`src/rtl/wb_regfile.sv`:
```
// Writeback select + 32-entry GPR file with committed-write counter; writes land on the clock edge, reads are combinational.
// No backpressure; WB_BYPASS_EN adds same-cycle write-through on both read ports.
module wb_regfile #(
  parameter int DATA_WIDTH  = 32,
  parameter int ADDR_WIDTH  = 5,
  parameter int COUNT_WIDTH = 32
) (
  input  logic                   clock,
  input  logic                   reset,
  input  logic                   memToRegRegister,
  input  logic                   regWriteRegister,
  input  logic [ADDR_WIDTH-1:0]  rdRegister,
  input  logic [DATA_WIDTH-1:0]  memOutRegister,
  input  logic [DATA_WIDTH-1:0]  ALUOutRegister,
  input  logic [ADDR_WIDTH-1:0]  rs,
  input  logic [ADDR_WIDTH-1:0]  rt,
  output logic [DATA_WIDTH-1:0]  rsData,
  output logic [DATA_WIDTH-1:0]  rtData,
  output logic [DATA_WIDTH-1:0]  wbData,
  output logic [COUNT_WIDTH-1:0] writeCount
);

  localparam int NUM_REGS = 2 ** ADDR_WIDTH;

  logic [DATA_WIDTH-1:0] regs [NUM_REGS];
  logic                  commit;

  assign wbData = memToRegRegister ? memOutRegister : ALUOutRegister;
  assign commit = regWriteRegister && (rdRegister != '0);

  // Entry 0 is cleared by reset and never committed, so it stays zero.
  always_ff @(posedge clock or negedge reset) begin
    if (!reset) begin
      for (int i = 0; i < NUM_REGS; i++) begin
        regs[i] <= '0;
      end
      writeCount <= '0;
    end else if (commit) begin
      regs[rdRegister] <= wbData;
      writeCount       <= writeCount + COUNT_WIDTH'(1);
    end
  end

  always_comb begin
    rsData = '0;
    rtData = '0;
    if (rs != '0) rsData = regs[rs];
    if (rt != '0) rtData = regs[rt];
`ifdef WB_BYPASS_EN
    // commit already excludes index 0, so r0 is never bypassed.
    if (commit && (rs == rdRegister)) rsData = wbData;
    if (commit && (rt == rdRegister)) rtData = wbData;
`endif
  end

endmodule
```
`config.mk`:
```
export PLATFORM = sky130hd
export DESIGN_NAME = wb_regfile
export DESIGN_NICKNAME = d
export VERILOG_FILES = /design/src/rtl/wb_regfile.sv
export SDC_FILE = /design/constraint.sdc
export NUM_CORES = 2
export LEC_CHECK = 0
export BUFFER_PORTS_ARGS = -buffer_cell sky130_fd_sc_hd__buf_2
export CAP_MARGIN = 25
export CORE_ASPECT_RATIO = 1.2
export CORE_MARGIN = 2
export CORE_UTILIZATION = 40
export CTS_BUF_LIST = sky130_fd_sc_hd__clkbuf_8
export CTS_CLUSTER_SIZE = 8
export DETAILED_ROUTE_END_ITERATION = 10
export PLACE_DENSITY = 0.59
export RECOVER_POWER = 25
export SYNTH_ARGS = -nofsm -noshare
export SYNTH_HDL_FRONTEND = slang
export SYNTH_SLANG_ARGS = --single-unit
```
`constraint.sdc`:
```
create_clock -name clock -period 6.1 [get_ports clock]
set_input_delay 0.61 -clock clock [delete_from_list [all_inputs] [get_ports clock]]
set_output_delay 0.61 -clock clock [all_outputs]
set_load 0.02 [all_outputs]
```
# Word level (Yosys, flattened, before mapping)
# Index checks and enable logic that the tools add are counted.
[op_classes] add_sub_neg=1 n_lt_le_gt_ge=4 mux=12 bitwise=3 reduce_logical=5
[ops] cell="$bwmux W1024" n=1
[ops] cell="$bmux W32 S5" n=2
[ops] cell="$mux W32" n=8
[ops] cell="$demux W32 S5" n=1
[ops] cell="$add A32 B1 Y32 const B" n=1
[ops] cell="$ge A6 B6 Y1 const B" n=3
[ops] cell="$not A5 Y6" n=3
[ops] cell="$reduce_bool A5 Y1" n=3
[ops] cell="$lt A6 B1 Y1 const B" n=1
[ops] cell="$logic_and A1 B1 Y1" n=2
[word_totals] reg_bits=1056 input_bits=83 out_inout_bits=128 word_cells=58

# Depth between registers and ports, before layout
[logic_depth] depth_word=6 mapped_depth=8 mapped_depth_nobuf=6

# Least setup slack after synthesis
# No wires, ideal clock.
[synth_path] path_type="in2out" startpoint="in rs[1]" endpoint="out rsData[20]" t_arrival_ns=2.243 t_required_ns=5.490 setup_slack_ns=3.247 path_stages=8 n_path_buf=4 path_cell_list="buf_2 > buf_4 > buf_2 > buf_2 > mux4_2 > mux2_2 > o21ai_0 > a21oi_1"
[synth_via] elab_chain_len=5 elab_cells_between_ends=6 classes_between="mux (4); bitwise (1); reduce/logical (1)"
[synth_lines] item="start, declared" line_no="15" text="input logic [ADDR_WIDTH-1:0] rs,"
[synth_lines] item="$not A5 Y6 (not written as such)" line_no="47" text="if (rs != '0) rsData = regs[rs];"
[synth_lines] item="$bmux W32 S5" line_no="47"
[synth_lines] item="$mux W32 (not written as such) (2 in series)" line_no="47"
[synth_lines] item="$mux W32 (*)" line_no="47"
[synth_lines] item="end, declared" line_no="17" text="output logic [DATA_WIDTH-1:0] rsData,"
# Every way passes the cells marked *; elsewhere a longest branch is shown, timed or not. The select of a mux whose other input is x is not followed.

# Worst setup path after layout
[layout_path] startpoint="in regWriteRegister" endpoint="reg regs[657] (netlist bit)"
[layout_via] elab_chain_len=1
[layout_lines] item="start, declared" line_no="11" text="input logic regWriteRegister,"
[layout_lines] item="$logic_and A1 B1 Y1" line_no="29" text="assign commit = regWriteRegister && (rdRegister != '0);"
[layout_lines] item="end signal, assigned by index" line_no="39" text="regs[rdRegister] <= wbData;"
[layout_lines] item="end, declared" line_no="25" text="logic [DATA_WIDTH-1:0] regs [NUM_REGS];"
# Every way passes these cells.
# A chain may end at the register's enable or synchronous reset.

==> flow_metrics.tcl <==
set metrics [dict create \
    grt_overflow 0 \
    area_growth_pct 11.0 \
    cts_tree "built" \
    drt_first_pass_iters 6 \
    clk_latency_ns 0.89 \
    wl_um 177000 \
    crit_path_frequent_cell "clkbuf_1" \
    syn-num-nets 4891 \
    drc 0 \
    worstSetupStartpointType "input port" \
    cts_buffers 171 \
    ys_warn_count 0 \
    routed_via_density 5.93 \
    die_area_um2 138000 \
    std_cell_rows 147 \
    utilization_pct 44.8 \
    min_period_over_period_pct 72.8 \
    leakagePower_uw 0.0258 \
    grt_pass1_wl_um 266000 \
    root_buffer "clkbuf_8" \
    crit_fanout 46 \
    final_common_cell "dfrtp_1" \
    crit_chain "clkbuf_1 > and3_1 > nand2_1 > clkbuf_1 > o21ai_0" \
    rsz0062_at_grt "false" \
    drt_iter0_drc 3689 \
    async_flop_share_pct 100 \
    crit_path_max_incr_delay_ns 2.50 \
    failed_checks "max-capacitance violations, max-slew violations" \
    die_w_um 340 \
    whs_ns 0.270 \
    antenna_found_initial 6 \
    final_cell_mix "1,056 x dfrtp_1, 592 x a21oi_1, 550 x nor2_1" \
    ys_seq_area_share_pct 48.8 \
    m1WireLength_um 72900 \
    cellPowerDensity_nw_per_um2 341 \
    initial_core_util_pct 40.4 \
    fmax_ghz 0.225 \
    via_count 39800 \
    slew_headroom_pct -132 \
    skew_ns 0.0113 \
    setup_tns_ns 0 \
    drive_gt1_share_pct 25.1 \
    max_cap_viol_count 25 \
    route.met2.wl_um 84400 \
    cts_setup_buffers 0 \
    fin_nets 4874 \
    status "finished with violations" \
    cpMaxStageDelayCell "clkbuf_1" \
    synth_edf_count 0 \
    synth_cells 4807 \
    slew_viol_final 1102 \
    ys_seq_elements 1056 \
    setup_viol 0 \
    tightest_slew_ns 3.48 \
    dp_hpwl_um 104000 \
    fill_cells 12400 \
    cts_buffer_depth 3 \
    grt_max_degree 177 \
    wl_per_cell_um 26.4 \
    hold_class "in2reg" \
    highest_layer "met5" \
    track_usage_pct 25.9 \
    period_minus_slack_ns 4.44 \
    port_buffers 210 \
    synth_ff_type "dfrtp_1" \
    synth_area_um2 54100 \
    clk_pin_slew_worst_paths_ns 0.06 \
    syn_avg_cell_area_um2 11.3 \
    critPathArrivalTime_ns 5.03 \
    end_kind "flop" \
    die_h_um 407 \
    gp_congestion 0.830 \
    first_global_vias 40100 \
    met3_length_um 13200 \
    clock-sinks 1056 \
    ys_types 47 \
    peakVddDrop_mv 0.242 \
    fp.coreArea_um2 134000 \
    antenna_left 0 \
    worstSetupPathType "in2reg" \
    htreeDepth 4 \
    hold_viol 0 \
    num_io_pins 211 \
    crit_required_ns 6.69 \
]
-- path summary, 6_finish.rpt --
| kind | from | end | slack [ns] | cells after the start |
|---|---|---|---|---|
| min in group asynchronous | reset | regs[234] | 0.30 | 2 |
| worst max-delay path | regWriteRegister | regs[657] | 1.66 | 5 |
| worst min register to register | regs[994] | regs[994] | 0.39 | 0 |
| worst max register to register | writeCount[4] | writeCount[30] | 4.02 | 5 |
| worst min-delay path | ALUOutRegister[15] | regs[527] | 0.27 | 4 |
| max in group asynchronous | reset | regs[53] | 1.84 | 3 |
-- cells by family (layout without fill, tap and decap cells) --
family | after synthesis | after routing | share of synthesized area [%]
AOI/OAI and AO/OA | 1252 | 1252 | 12.1
xor gates and xnor gates | 31 | 31 | 0.502
adders and majority gates | 1 | 1 | 0.0231
buffers and inverters | 547 | 661 | 4.16
DFF | 1056 | 1056 | 48.8
muxes | 737 | 737 | 25.7
other | 0 | 3 | 0
and+or+nand+nor | 1183 | 1183 | 8.68
-- Yosys cell counts (7+ instances only) --
library cell	number	area, um^2
a21oi_1	592	2960
nand2_1	556	2090
nand4_1	8	50.1
nor2_1	544	2040
mux2i_1	112	1120
a22oi_1	48	360
dfrtp_1	1056	26400
nor2_2	10	62.6
nand3_1	16	80.1
and3_1	7	43.8
xnor2_1	28	245
mux4_2	512	11500
o21ai_1	36	180
a31oi_1	48	300
buf_1	21	78.8
mux2_2	113	1270
buf_4	15	113
clkbuf_1	370	1390
a221oi_1	16	140
o21ai_0	509	2550
buf_2	107	536
inv_1	33	124
-- registers in the layout (all words and copies together), names as in the netlist --
signal / count
regs: 1024
writeCount: 32
-- where the power goes --
group	internal, uW	leakage, uW	switching (uW)
Combinational	2410	0.0106	2290
Clock	3200	0.00199	2940
Sequential	8490	0.0132	1130
-- routing by layer --
metal	GRT usage (%)	vias up
met5	0	-
met4	9.97	4
met3	5.17	374
met2	41.6	1633
met1	34.8	20500
li1	-	17300
-- layout make-up --
class                           count  area, um^2  share of cell area (%)
Sequential cell                  1056       26400                    44.0
Multi-Input combinational cell   3204       25700                    42.9
Clock buffer                      219        3010                    5.02
Tap cell                         1788        2240                    3.73
Timing Repair Buffer              324        2140                    3.57
Clock inverter                     85         354                   0.590
Inverter                           33         124                   0.206
Antenna cell                        3        7.51                  0.0125
-- worst max-delay path, delay by kind of cell --
kind                   cells  cell delay [ns]
buffers and inverters      2             2.84
and+or+nand+nor            2             1.20
AOI/OAI and AO/OA          1             0.31
-- stage by stage --
step	cells	power [uW]	area [um^2]	setup slack (ns)
3_5_place_dp	6402	14400	56900	1.81
3_3_place_gp	6396	14200	56800	1.71
2_1_floorplan	4807	12900	54100	3.25
5_1_grt	6710	21500	60000	1.17
6_report	6712	20500	60000	1.66
4_1_cts	6707	20600	60300	1.80
-- timing repair --
action | in CTS | in global routing
hold buffers | 1 | 0
gates resized for setup | 0 | 0
endpoints found under the hold margin | 79 | 0
Note: power is estimated with default switching activity, not from simulation.
